==> config.mk <==
export PLATFORM = sky130hd
export DESIGN_NAME = rv_instr_encoder
export DESIGN_NICKNAME = d
export VERILOG_FILES = /design/src/rtl/rv_instr_encoder.sv
export SDC_FILE = /design/constraint.sdc
export NUM_CORES = 1
export LEC_CHECK = 0
export ABC_AREA = 1
export CORE_MARGIN = 5
export CORE_UTILIZATION = 25
export CTS_BUF_LIST = sky130_fd_sc_hd__clkbuf_4 sky130_fd_sc_hd__clkbuf_8
export DETAILED_ROUTE_END_ITERATION = 8
export PLACE_DENSITY = 0.5
export SLEW_MARGIN = 20
export SYNTH_ARGS = -nofsm -noshare
export SYNTH_HDL_FRONTEND = slang
export SYNTH_SLANG_ARGS = --single-unit
==> constraint.sdc <==
create_clock -name clk -period 2.4 [get_ports clk]
set_clock_uncertainty 0.2 [all_clocks]
set_input_delay 0.72 -clock clk [delete_from_list [all_inputs] [get_ports clk]]
set_output_delay 0.72 -clock clk [all_outputs]
set_load 0.01 [all_outputs]
==> src/rtl/rv_instr_encoder.sv <==
// RV32I instruction encoder: packs decoded fields into an instruction word and
// queues it, together with a range error flag, in a small output FIFO.
module rv_instr_encoder #(
    parameter int FIFO_DEPTH = 4,
    parameter int CNT_W      = 32
) (
    input  logic             clk,
    input  logic             rst_n,
    input  logic             in_valid,
    output logic             in_ready,
    input  logic [6:0]       in_opcode,
    input  logic [2:0]       in_funct3,
    input  logic [6:0]       in_funct7,
    input  logic [4:0]       in_rd_addr,
    input  logic [4:0]       in_rs1_addr,
    input  logic [4:0]       in_rs2_addr,
    input  logic [31:0]      in_imm,
    output logic             out_valid,
    input  logic             out_ready,
    output logic [31:0]      out_instr,
    output logic             out_err,
    output logic [CNT_W-1:0] enc_count,
    output logic [15:0]      err_count
);

    localparam int AW = $clog2(FIFO_DEPTH);

    typedef enum logic [2:0] {
        FMT_R,
        FMT_I,
        FMT_S,
        FMT_B,
        FMT_U,
        FMT_J,
        FMT_BAD
    } fmt_e;

    fmt_e        fmt;
    logic [31:0] enc_word;
    logic        enc_err;

    logic [32:0]      mem_q [FIFO_DEPTH];
    logic [32:0]      mem_d [FIFO_DEPTH];
    logic [AW:0]      wr_ptr_q, wr_ptr_d;
    logic [AW:0]      rd_ptr_q, rd_ptr_d;
    logic [32:0]      last_q, last_d;
    logic [CNT_W-1:0] enc_count_q, enc_count_d;
    logic [15:0]      err_count_q, err_count_d;

    logic full, empty, push, pop;
    logic imm_i_ok, imm_b_ok, imm_j_ok;

    always_comb begin
        fmt = FMT_BAD;
        case (in_opcode)
            7'b0110011:                                     fmt = FMT_R;
            7'b0010011, 7'b0000011, 7'b1100111, 7'b1110011: fmt = FMT_I;
            7'b0100011:                                     fmt = FMT_S;
            7'b1100011:                                     fmt = FMT_B;
            7'b0110111, 7'b0010111:                         fmt = FMT_U;
            7'b1101111:                                     fmt = FMT_J;
            default:                                        fmt = FMT_BAD;
        endcase
    end

    // An immediate fits its field when every bit above the field equals the sign bit.
    assign imm_i_ok = (&in_imm[31:11]) | ~(|in_imm[31:11]);
    assign imm_b_ok = ((&in_imm[31:12]) | ~(|in_imm[31:12])) & ~in_imm[0];
    assign imm_j_ok = ((&in_imm[31:20]) | ~(|in_imm[31:20])) & ~in_imm[0];

    always_comb begin
        enc_word = {in_funct7, in_rs2_addr, in_rs1_addr, in_funct3, in_rd_addr, in_opcode};
        enc_err  = 1'b0;
        case (fmt)
            FMT_I: begin
                enc_word = {in_imm[11:0], in_rs1_addr, in_funct3, in_rd_addr, in_opcode};
                enc_err  = ~imm_i_ok;
            end
            FMT_S: begin
                enc_word = {in_imm[11:5], in_rs2_addr, in_rs1_addr, in_funct3,
                            in_imm[4:0], in_opcode};
                enc_err  = ~imm_i_ok;
            end
            FMT_B: begin
                enc_word = {in_imm[12], in_imm[10:5], in_rs2_addr, in_rs1_addr, in_funct3,
                            in_imm[4:1], in_imm[11], in_opcode};
                enc_err  = ~imm_b_ok;
            end
            FMT_U: begin
                enc_word = {in_imm[31:12], in_rd_addr, in_opcode};
                enc_err  = |in_imm[11:0];
            end
            FMT_J: begin
                enc_word = {in_imm[20], in_imm[10:1], in_imm[11], in_imm[19:12],
                            in_rd_addr, in_opcode};
                enc_err  = ~imm_j_ok;
            end
            FMT_BAD: enc_err = 1'b1;
            default: enc_err = 1'b0;
        endcase
    end

    assign empty = (wr_ptr_q == rd_ptr_q);
    assign full  = (wr_ptr_q[AW] != rd_ptr_q[AW]) && (wr_ptr_q[AW-1:0] == rd_ptr_q[AW-1:0]);
    assign push  = in_valid && !full;
    assign pop   = !empty && out_ready;

    always_comb begin
        for (int i = 0; i < FIFO_DEPTH; i++) mem_d[i] = mem_q[i];
        wr_ptr_d    = wr_ptr_q;
        rd_ptr_d    = rd_ptr_q;
        last_d      = last_q;
        enc_count_d = enc_count_q;
        err_count_d = err_count_q;
        if (push) begin
            mem_d[wr_ptr_q[AW-1:0]] = {enc_err, enc_word};
            wr_ptr_d    = wr_ptr_q + {{AW{1'b0}}, 1'b1};
            enc_count_d = enc_count_q + {{(CNT_W-1){1'b0}}, 1'b1};
            if (enc_err && err_count_q != 16'hFFFF) err_count_d = err_count_q + 16'd1;
        end
        // The popped entry is remembered so the outputs hold it once the FIFO drains.
        if (pop) begin
            last_d   = mem_q[rd_ptr_q[AW-1:0]];
            rd_ptr_d = rd_ptr_q + {{AW{1'b0}}, 1'b1};
        end
    end

    always_ff @(posedge clk or negedge rst_n) begin
        if (!rst_n) begin
            for (int i = 0; i < FIFO_DEPTH; i++) mem_q[i] <= '0;
            wr_ptr_q    <= '0;
            rd_ptr_q    <= '0;
            last_q      <= '0;
            enc_count_q <= '0;
            err_count_q <= '0;
        end else begin
            for (int i = 0; i < FIFO_DEPTH; i++) mem_q[i] <= mem_d[i];
            wr_ptr_q    <= wr_ptr_d;
            rd_ptr_q    <= rd_ptr_d;
            last_q      <= last_d;
            enc_count_q <= enc_count_d;
            err_count_q <= err_count_d;
        end
    end

    assign in_ready  = !full;
    assign out_valid = !empty;
    assign out_instr = empty ? last_q[31:0] : mem_q[rd_ptr_q[AW-1:0]][31:0];
    assign out_err   = empty ? last_q[32]   : mem_q[rd_ptr_q[AW-1:0]][32];
    assign enc_count = enc_count_q;
    assign err_count = err_count_q;

endmodule

==> results of run 1 <==
area by class of cell:
| type | instances | share of cell area, % |
|---|---|---|
| tap | 600 | 4.32 |
| antenna | 2 | 0.0288 |
| inverter | 109 | 2.69 |
| clock inverter | 5 | 0.317 |
| clock buffer | 67 | 4.87 |
| timing repair buffer | 370 | 21.2 |
| sequential | 219 | 31.7 |
| multi-input combinational | 1104 | 34.9 |
worst min-delay path by stage:
stage	startpoint	end	slack, ns	depth (start not counted)
floorplan	rst_n	enc_count[0]$_DFFE_PN0P_	0.22	0
global placement	mem_q[47]$_DFFE_PN0P_	mem_q[47]$_DFFE_PN0P_	0.26	2
detailed placement	mem_q[47]$_DFFE_PN0P_	mem_q[47]$_DFFE_PN0P_	0.26	2
CTS	enc_count[31]$_DFFE_PN0P_	enc_count[31]$_DFFE_PN0P_	0.27	1
global route	mem_q[60]$_DFFE_PN0P_	mem_q[60]$_DFFE_PN0P_	0.29	2
finish	enc_count[31]$_DFFE_PN0P_	enc_count[31]$_DFFE_PN0P_	0.27	1
state kept, by name (all words and copies together), names as in the netlist:
name	flops
wr_ptr_q	3
last_q	33
enc_count	32
err_count	16
mem_q	132
rd_ptr_q	3
worst register-to-register path: stages (launching register included):
cell and delay (ns):
dfrtp_2 0.44, buf_12 0.16, xnor2_4 0.12, buf_4 0.14, buf_6 0.11, nand3_4 0.09, buf_6 0.14, nand2_8 0.07
inv_6 0.07, buf_4 0.11, buf_12 0.15, buf_8 0.18, nand3_4 0.15, nand2_1 0.09, nand2_1 0.05
metrics by stage:
stage	cell area [sq um]	setup slack, ns
2_1_floorplan	11500	-0.120
3_3_place_gp	15000	-0.954
3_5_place_dp	15000	-0.959
4_1_cts	16300	-0.684
5_1_grt	17400	-0.718
6_report	17400	-0.642
routing by layer:
| metal | GRT usage [%] | up-vias | share of wire [%] |
|---|---|---|---|
| met5 | 0 | - | 0 |
| met4 | 3.95 | 0 | 2.6 |
| met3 | 2.64 | 71 | 5.9 |
| met2 | 23.3 | 351 | 44 |
| met1 | 22.5 | 5452 | 47 |
| li1 | - | 5549 | - |
synth_stat cells (3+ instances only):
cell type and n:
nor2_1 115, xnor2_1 18, nor2_4 6, nor2_2 3
buf_2 11, inv_2 14, nor3_1 16, nand4_1 33
xor2_1 26, clkbuf_1 47, ha_1 8, nand2_1 548
nand2_2 9, o21ai_0 182, nor4_1 6, or2_1 5
inv_1 94, o21ai_1 9, nand3_1 62, o22ai_1 35
nand3_2 5, dfrtp_1 219, buf_1 7
power breakdown:
| part | switching [mW] | internal (mW) |
|---|---|---|
| clock | 1.62 | 2.33 |
| combinational | 6.71 | 5.65 |
| sequential | 0.773 | 5.14 |
kinds of logic (layout without fill, tap and decap cells):
logic type | count (synthesis) | count (layout)
DFF | 219 | 219
xor gates and xnor gates | 44 | 44
AOI/OAI and AO/OA | 232 | 232
buffers and inverters | 177 | 551
adders and majority gates | 8 | 8
other | 0 | 2
and+or+nand+nor | 819 | 820
repair_timing:
item / 4_1_cts / 5_1_grt
setup endpoints to repair: 221 / 192
buffers inserted: 18 / 11
gates resized for setup: 341 / 249
pin swaps: 21 / 46
cloned: 3 / 10
hold buffers: 1 / 0
hold endpoints to repair: 43 / 0
==> flow_metrics.tcl, run 1 <==
set metrics [dict create \
    outcome "finished, violations left" \
    violations "setup timing" \
    min_path_type "reg2reg" \
    seq_area_sq_um 5510 \
    grt-ovfl-total 0 \
    worst_setup_path_end_kind "output port" \
    powerDensity_nw_per_um2 1280 \
    cp_max_fo 5 \
    tightest_slew_ns 0.483 \
    slew_headroom_pct 67.5 \
    synth_top_area_share_pct 48.2 \
    worst-path-buf-inv 5 \
    syn-num-nets 1575 \
    async_flop_share_pct 100 \
    clockBufferDepth 3 \
    min_period_ns 3.04 \
    hpwl_um 27300 \
    cp.arrival_ns 2.12 \
    cts_num_sinks 219 \
    rr_endpoint "err_count[0]$_DFFE_PN0P_" \
    fin_cells 2476 \
    row_count 78 \
    grt_pass1_vias 11000 \
    maxClockFrequency_mhz 329 \
    synthDistinctLibCells 36 \
    wire_per_inst_um 16.3 \
    ys.flop_type "dfrtp_1" \
    drtPass1Iterations 5 \
    cp_slowest_stage_delay_ns 0.44 \
    synth-adder-area-share_pct 0.880 \
    cp_common_cell "buf_6" \
    rsz0062_at_grt "true" \
    gp_congestion 0.850 \
    cts_root_buf "clkbuf_8" \
    p_leak_nw 8.48 \
    drtAntennaViolNets 0 \
    vias 11400 \
    wl_um 40400 \
    dieWidth_um 223 \
    avgSynthCellArea_sq_um 7.58 \
    crit_slowest_cell "dfrtp_2" \
    cp.depth 8 \
    peakVddDrop_mv 0.545 \
    nets 1921 \
    yosysTopAreaCell "dfrtp_1" \
    total_power_mw 22.2 \
    synthCells 1499 \
    ys.warnings.count 0 \
    grt_max_degree 51 \
    synth_compound_area_share_pct 10.8 \
    worstPathCellList "buf_12, xnor2_4, nand3b_1, buf_6, clkbuf_16, buf_6, o21ai_2, buf_2" \
    setup_ws_ns -0.642 \
    syn_to_final_growth_pct 52.9 \
    critical_path_class "reg2out" \
    synthTopCellsByArea "dfrtp_1 (48%), nand2_1 (18%), o21ai_0 (8.0%), nor2_1 (3.8%), inv_1 (3.1%)" \
    synth_top_family_by_area "simple AND/OR/NAND/NOR gates" \
    setup_viol 45 \
    synth-edff-count 0 \
    start_kind "register" \
    final_core_util_pct 38.5 \
    layout_common_cells "nand2_1 (485), dfrtp_1 (198), buf_4 (152)" \
    grt_usage_pct 15.3 \
    synth-simple-area-share_pct 30.6 \
    die_area_sq_um 49800 \
    critPathCapture "out_instr[2]" \
    pin_count 151 \
    fill_cells 4643 \
    regToRegSetupSlack_ns 0.01 \
    tns_ns -21.60 \
    clkLatencyLatePin_ns 0.55 \
    core_area_sq_um 45200 \
    initial_utilization_pct 25.2 \
    drt_iter0_drc 719 \
    die_y_um 223 \
    maxCapViolCount 0 \
    seq_area_frac_synth_pct 48.2 \
    cts_max_level 2 \
    drv_slew 0 \
    hold_viol_final 0 \
    startpoint "rd_ptr_q[0]$_DFFE_PN0P_" \
    clk_pin_slew_ns 0.06 \
    multiInputGateArea_sq_um 6070 \
    antenna_found_initial 1 \
    final_common_cell "nand2_1" \
    crit_family "buffers and inverters" \
    r2r-start "rd_ptr_q[0]$_DFFE_PN0P_" \
    cts_buffers 41 \
    grt_pass1_wl_um 62000 \
    timing.hold.ws_ns 0.265 \
    drive_gt1_share_pct 29.7 \
    vias_per_cell 4.61 \
    drc_errors 0 \
    synth_xor_area_share_pct 3.39 \
    cts_tree "done" \
    ys_ff_latch 219 \
    syn_area_sq_um 11400 \
    period_share_pct 127 \
    reg2regPathDepth 14 \
    dp_cells 2360 \
    synth_mux_area_share_pct 0 \
    port_buffers 150 \
    worstPathRequired_ns 1.48 \
]
(Power assumes the default switching activity.)
==> run 2, diff against run 1 <==
--- a/config.mk
+++ b/config.mk
@@ -10,6 +10,7 @@
 export CORE_UTILIZATION = 25
 export CTS_BUF_LIST = sky130_fd_sc_hd__clkbuf_4 sky130_fd_sc_hd__clkbuf_8
 export DETAILED_ROUTE_END_ITERATION = 8
+export GPL_TIMING_DRIVEN = 0
 export PLACE_DENSITY = 0.5
 export SLEW_MARGIN = 20
 export SYNTH_ARGS = -nofsm -noshare
==> run 2 against run 1 <==
Net effect:
- register-to-register slack worse by 0.06 ns
- combinational power about the same
- non-clock buffer count is 91 lower
- setup slack better by 0.0061 ns
- largest cell class unchanged
- worst hold slack improved by 0.0091 ns
- core utilization shrank 1.7 points
- the run still ends with setup timing left
==> flow_metrics.tcl, run 2 (synthesized netlist as in run 1, its figures left out) <==
set metrics [dict create \
    drtAntennaViolNets 0 \
    seq_area_sq_um 5500 \
    hpwl_um 28900 \
    cts_max_level 2 \
    final_common_cell "nand2_1" \
    largest_register "mem_q" \
    slew_headroom_pct 66.3 \
    grt_pass1_vias 11300 \
    clockBufferDepth 3 \
    die_area_sq_um 49800 \
    row_count 78 \
    cts_root_buf "clkbuf_8" \
    core_area_sq_um 45200 \
    violations "setup timing" \
    p_leak_nw 8.03 \
    fill_cells 4717 \
    setup_viol 37 \
    port_buffers 150 \
    maxClockFrequency_mhz 329 \
    grt_max_degree 85 \
    globalRouteMet1Util_pct 23.4 \
    cts_buffers 41 \
    clk_pin_slew_ns 0.06 \
    timing.hold.ws_ns 0.275 \
    grt.busiest_layer "met2" \
    grt_pass1_wl_um 65100 \
    drtPass1Iterations 5 \
    vias 11100 \
    fin_area_sq_um 16600 \
    tns_ns -21.19 \
    min_period_ns 3.04 \
    antenna_found_initial 4 \
    start_kind "register" \
    grt_usage_pct 16.2 \
    vias_per_cell 4.64 \
    clkLatencyLatePin_ns 0.57 \
    use_met2_pct 25.1 \
    rsz0062_at_grt "true" \
    power_switching_mw 9.65 \
    combPwrFrac_pct 55.7 \
    cts_num_sinks 219 \
    cp.arrival_ns 2.12 \
    use_met3_pct 3.24 \
    clock_power_share_pct 17.1 \
    drive_gt1_share_pct 26.3 \
    maxCapViolCount 0 \
    powerDensity_nw_per_um2 1340 \
    drt_iter0_drc 724 \
    hold_viol_final 0 \
    grt-ovfl-total 0 \
    worstPathRequired_ns 1.48 \
    wire_per_inst_um 17.5 \
    critical_path_class "reg2out" \
    regToRegSetupSlack_ns -0.05 \
    multiInputGateArea_sq_um 6310 \
    die_y_um 223 \
    initial_utilization_pct 25.2 \
    largest_reg_flops 132 \
    min_path_type "reg2reg" \
    cp_max_fo 6 \
    nets 1831 \
    dieWidth_um 223 \
    tightest_slew_ns 0.505 \
    peakVddDrop_mv 0.478 \
    drv_slew 0 \
    period_share_pct 126 \
    worst_setup_path_end_kind "output port" \
    cts_tree "done" \
    place_area_sq_um 13800 \
    wl_um 41800 \
    switching_share_pct 43.3 \
    final_core_util_pct 36.7 \
    drc_errors 0 \
    setup_ws_ns -0.636 \
    outcome "finished, violations left" \
    layout_common_cells "nand2_1 (504), dfrtp_1 (202), o21ai_0 (122)" \
    pin_count 151 \
    seq_power_share_pct 27.2 \
    gp_congestion 0.841 \
    syn_to_final_growth_pct 46.1 \
    internal_power_mw 12.6 \
]
## run 2: changes by cell type in the layout (fill, tap and decap cells not counted), moves of 9 or more
cell and change:
buf_6 -31, nand2_2 -10, buf_12 -15, clkbuf_2 +9, buf_4 -107, o22ai_1 -21, nor2_2 +13, o21ai_0 -18
nor2_1 -17, buf_2 +21, clkbuf_4 +12, nand2_1 +19, o22ai_4 +15
## run 2: path summary, 6_finish.rpt
kind / depth (start not counted) / startpoint / to
worst min register to register: 2 / mem_q[53]$_DFFE_PN0P_ / mem_q[53]$_DFFE_PN0P_
worst min-delay path: 2 / mem_q[53]$_DFFE_PN0P_ / mem_q[53]$_DFFE_PN0P_
worst max register to register: 13 / rd_ptr_q[1]$_DFFE_PN0P_ / enc_count[22]$_DFFE_PN0P_
max in group asynchronous: 4 / rst_n / enc_count[9]$_DFFE_PN0P_
min in group asynchronous: 2 / rst_n / last_q[18]$_DFFE_PN0P_
worst max-delay path: 8 / rd_ptr_q[0]$_DFFE_PN0P_ / out_instr[7]
## run 2: cell type report
type	count	share of cell area, %
antenna	4	0.0603
timing repair buffer	211	12.4
clock buffer	62	4.69
buffer	68	3.96
tap	600	4.52
inverter	109	2.76
clock inverter	7	0.422
multi-input combinational	1105	38.0
sequential	219	33.1
## run 2: power by group through the flow
stage	sequential, mW	combinational, mW	clock [mW]
after global routing	6.20	13.6	4.09
final	6.05	12.4	3.82
after floorplan	5.78	4.91	0
after detailed placement	5.96	8.99	0
after CTS	5.99	10.8	3.93
after global placement	5.96	8.87	0
## run 2: routing by layer
layer	vias to the layer above	routed length [um]
li1	5355	-
met1	5373	19600
met2	293	19200
met3	51	2320
met4	0	695
met5	-	0
## run 2: metrics by stage
stage | total power, mW | instances | setup WS [ns]
after floorplan | 10.7 | 1499 | -0.120
after global placement | 14.8 | 2249 | -9.54
after detailed placement | 15.0 | 2251 | -1.55
after CTS | 20.7 | 2367 | -0.676
after global routing | 23.9 | 2385 | -0.737
final | 22.3 | 2385 | -0.636
## run 2: repair_timing
item	in CTS	in global routing
pin swaps	57	31
hold buffers	1	0
resized for setup	517	159
endpoints found under the hold margin	61	0
setup buffers	38	8
setup endpoints to repair	258	161
cloned	8	6
## run 2: worst max-delay path, cell delays in order (launching register included)
cell       delay (ns)
dfrtp_2          0.49
inv_4            0.12
clkbuf_16        0.17
clkbuf_16        0.17
nor2_4           0.04
o22ai_4          0.20
nand2_1          0.10
o21ai_2          0.08
buf_2            0.16
==> variant 1: new RTL, flow settings as in run 1 <==
Register the output `enc_count` once more, without a reset; this adds one clock of latency there. The other outputs are not delayed to match.
--- a/src/rtl/rv_instr_encoder.sv
+++ b/src/rtl/rv_instr_encoder.sv
@@ -147,7 +147,9 @@
     assign out_valid = !empty;
     assign out_instr = empty ? last_q[31:0] : mem_q[rd_ptr_q[AW-1:0]][31:0];
     assign out_err   = empty ? last_q[32]   : mem_q[rd_ptr_q[AW-1:0]][32];
-    assign enc_count = enc_count_q;
+    always_ff @(posedge clk) begin
+        enc_count <= enc_count_q;
+    end
     assign err_count = err_count_q;
 
 endmodule
Behaviour: not the same (a bounded check fails within 4 cycles, from zero or initial values and one cycle with rst_n low).
==> variant 1 against run 1 <==
The run still ends with negative setup slack left; via count is 1.4% higher; area after synthesis is 5.8% higher; synthesized cell count is 2.7% higher; worst setup slack worse by 54 ps; sequential share of layout area is 2.2 points higher; non-clock buffer count is 8 lower; wire length is 2.2% higher; sequential power is 10% higher; power is 6.5% higher; design area is 4.2% higher; sequential cell count is 32 higher; cell count is 2.2% higher; critical endpoint is now out_instr[23]; largest power group unchanged.
==> variant 1: results <==
group,metric,value,unit
status,status,"finished with violations",
status,violations,"negative setup slack",
worst_setup_path,cp_max_fo,7,
routing,vias,11588,
worst_setup_path,rrSetupSlack,110,ps
power_and_ir_drop,leakagePower,9.08,nW
timing,worst_slew_margin_rel,0.676,
yosys,synth_adder_area_share,0.00833,
yosys,commonest_cells_in_the_netlist,"nand2_1, dfrtp_1, o21ai_0",
yosys,synth.lib_cells_used.distinct,35,
timing,final_critical_path_setup_slack,-696,ps
routing,dr.first_iter.drc_count,591,
hold_path,timing.hold.worst_path_depth,0,
clocking,cts_inserted_buffers,45,
yosys,synth-xor-area-share,0.0313,
power_and_ir_drop,max-vdd-ir-drop,529,uV
worst_setup_path,depth_of_the_most_critical_reg_to_reg_path,13,
cells_and_area,drive_above_1_share,0.279,
placed_design,finalWeightedCongestion,0.856,
routing,route.met3.wl,2150,um
routing,wl_met1,18500,um
placed_design,placed_cells,2418,
grt,antenna_found_initial,2,
yosys,post_syn_area_per_cell,7.81,sq um
yosys,synthTopCellsByArea,"dfrtp_1, nand2_1, o21ai_0",
yosys,syn_nets,1615,
routing,met2WireLength,19600,um
timing,setup_failing_eps_final,35,
grt,grt_first_pass_wirelength,65300,um
grt,maximum_number_of_pins_on_one_net_before_global_route_repair,52,
yosys,synthArstFlopShare,0.873,
hold_path,min_from,"enc_count_q[12]$_DFFE_PN0P_",
clocking,clkLatencyLatePin,580,ps
yosys,synth_compound_area_frac,0.0944,
cells_and_area,final-instance-count-excl-fill,2530,
grt,grt_usage,0.153,
==> variant 1: cell types whose count changed after synthesis, moves of 4 or more <==
cell      before  now
o21ai_1        9    0
nor2_1       115  119
nor3_1        16   21
clkbuf_1      47   52
buf_1          7    1
or2_2          2   10
or2_1          5    0
nand3_1       62   78
inv_1         94   90
o21ai_0      182  176
dfxtp_1        0   32
==> variant 1: where the power goes <==
group	total [mW]	switching (mW)	internal, mW
sequential	6.52	0.783	5.73
combinational	12.9	7.00	5.92
clock	4.24	1.80	2.44
total	23.7	9.58	14.1
==> variant 1: layout make-up <==
class / instances / area (sq um)
flip-flops and latches: 251 / 6130
fillers: 4863 / 29500
clock inverters: 10 / 110
clock buffers: 68 / 836
inverters: 105 / 447
repair buffers: 362 / 3660
well taps: 615 / 769
repair inverters: 1 / 8.76
diodes: 1 / 2.50
multi-input cells: 1117 / 6140
==> variant 1: cells by family after synthesis <==
kind of cell,count (synthesis)
AOI/OAI and AO/OA,216
and+or+nand+nor,846
DFF,251
adders and majority gates,8
buffers and inverters,175
xor gates and xnor gates,43
==> variant 1: timing repair <==
item / CTS / global route
resized for setup: 359 / 139
gates cloned: 10 / 3
pin swaps: 19 / 29
setup endpoints to repair: 196 / 207
hold endpoints to repair: 44 / 0
setup buffers: 21 / 7
hold buffers: 1 / 0
==> variant 1: worst max-delay path by stage <==
| stage | to | slack, ps | depth (start not counted) |
|---|---|---|---|
| floorplan | mem_q[20]$_DFFE_PN0P_ | -120 | 17 |
| global placement | err_count[2]$_DFFE_PN0P_ | -860 | 17 |
| detailed placement | mem_q[62]$_DFFE_PN0P_ | -890 | 17 |
| CTS | out_instr[23] | -770 | 8 |
| global route | out_instr[29] | -830 | 8 |
| finish | out_instr[23] | -700 | 8 |
==> variant 1: per-stage QoR <==
stage	setup slack (ps)	setup TNS (ps)	hold WS (ps)	area, sq um	power (mW)
CTS	-768	-24960	211	17600	23.3
global route	-827	-27000	220	18100	25.4
floorplan	-121	-5100	147	12200	11.4
global placement	-863	-115150	182	15800	16.6
finish	-696	-22320	211	18100	23.7
detailed placement	-892	-118620	188	15800	16.7
==> variant 1: critical path, stage by stage, from the launching register on <==
cell and delay, ps:
dfrtp_2 460, buf_12 150, xnor2_4 130, nand3b_1 100, buf_6 160, buf_12 160, buf_16 160, o21ai_4 150
buf_6 120
==> variant 1: per-layer routing <==
metal | global-route usage | up-vias
met5 | 0 | -
met3 | 0.0265 | 67
met2 | 0.256 | 274
li1 | - | 5658
met1 | 0.205 | 5587
met4 | 0.0453 | 2
==> variant 2: new RTL, settings of run 1 <==
Without the edit above. Set the parameter `CNT_W` to 24 (it was 32).
--- a/src/rtl/rv_instr_encoder.sv
+++ b/src/rtl/rv_instr_encoder.sv
@@ -2,7 +2,7 @@
 // queues it, together with a range error flag, in a small output FIFO.
 module rv_instr_encoder #(
     parameter int FIFO_DEPTH = 4,
-    parameter int CNT_W      = 32
+    parameter int CNT_W      = 24
 ) (
     input  logic             clk,
     input  logic             rst_n,
Interface: changed (resized enc_count); port bits go from 151 to 143. The function was not compared with the original's and may differ.
==> variant 2 against run 1 <==
The run still ends with negative setup slack left; area after synthesis decreased by 4.6%; worst setup slack got worse by 53 ps; core utilization increased by 0.49 points; design area decreased by 3.7%; hold slack improved by 8.6 ps; wire length decreased by 0.95%; power increased by 0.29%; global-route usage increased by 0.80 points; sequential cell count decreased by 8; highest routed layer is now met5.
==> variant 2: results <==
group,metric,value,unit
status,status,"finished with violations",
status,violations,"negative setup slack",
yosys,synth_adder_area_share,0.00923,
worst_setup_path,cp_max_fo,8,
clocking,post_cts.resized_instances,453,
power_and_ir_drop,power_switching_share,0.422,
grt,first_global_vias,10700,
timing,final_critical_path_setup_slack,-695,ps
worst_setup_path,depth_of_the_most_critical_reg_to_reg_path,11,
hold_path,min_from,"enc_count[23]$_DFFE_PN0P_",
power_and_ir_drop,max-vdd-ir-drop,548,uV
cells_and_area,multiin_comb,1031,
yosys,synth-xor-area-share,0.0299,
cells_and_area,multi_input_area_share,0.355,
timing,final.setup.tns,-21430,ps
timing,setup_failing_eps_final,35,
floorplanning,core_area,43000,sq um
grt,grt_first_pass_wirelength,61500,um
cells_and_area,buf_share,0.217,
placed_design,place_worst_setup_slack,-926,ps
cells_and_area,n_fill_cell,4443,
yosys,commonest_cells_in_the_netlist,"nand2_1, dfrtp_1, o21ai_0",
grt,grt_usage,0.161,
yosys,synth_compound_area_frac,0.122,
routing,dr.first_iter.drc_count,767,
placed_design,placed_cells,2246,
grt,maximum_number_of_pins_on_one_net_before_global_route_repair,75,
==> variant 2: cell types whose count changed after synthesis, moves of 8 or more <==
| cell | before | now |
|---|---|---|
| o21ai_0 | 182 | 174 |
| buf_2 | 11 | 27 |
| o21ai_1 | 9 | 33 |
| dfrtp_1 | 219 | 211 |
| nand3_1 | 62 | 40 |
| nand2_1 | 548 | 508 |
| nor2_1 | 115 | 101 |
==> variant 2: metal layers <==
metal,vias to the layer above,GRT usage,routed length [um]
met4,2,0.0387,837
met2,298,0.253,18400
met5,-,0,13
met1,5132,0.224,18100
li1,5241,-,-
met3,63,0.0399,2550
==> variant 2: power groups by stage <==
stage	clock (mW)	sequential (mW)	combinational, mW
2_1_floorplan	0	5.60	5.00
4_1_cts	3.56	5.82	12.0
3_3_place_gp	0	5.73	10.2
3_5_place_dp	0	5.77	10.3
6_report	3.43	5.88	13.0
5_1_grt	3.70	6.04	14.2
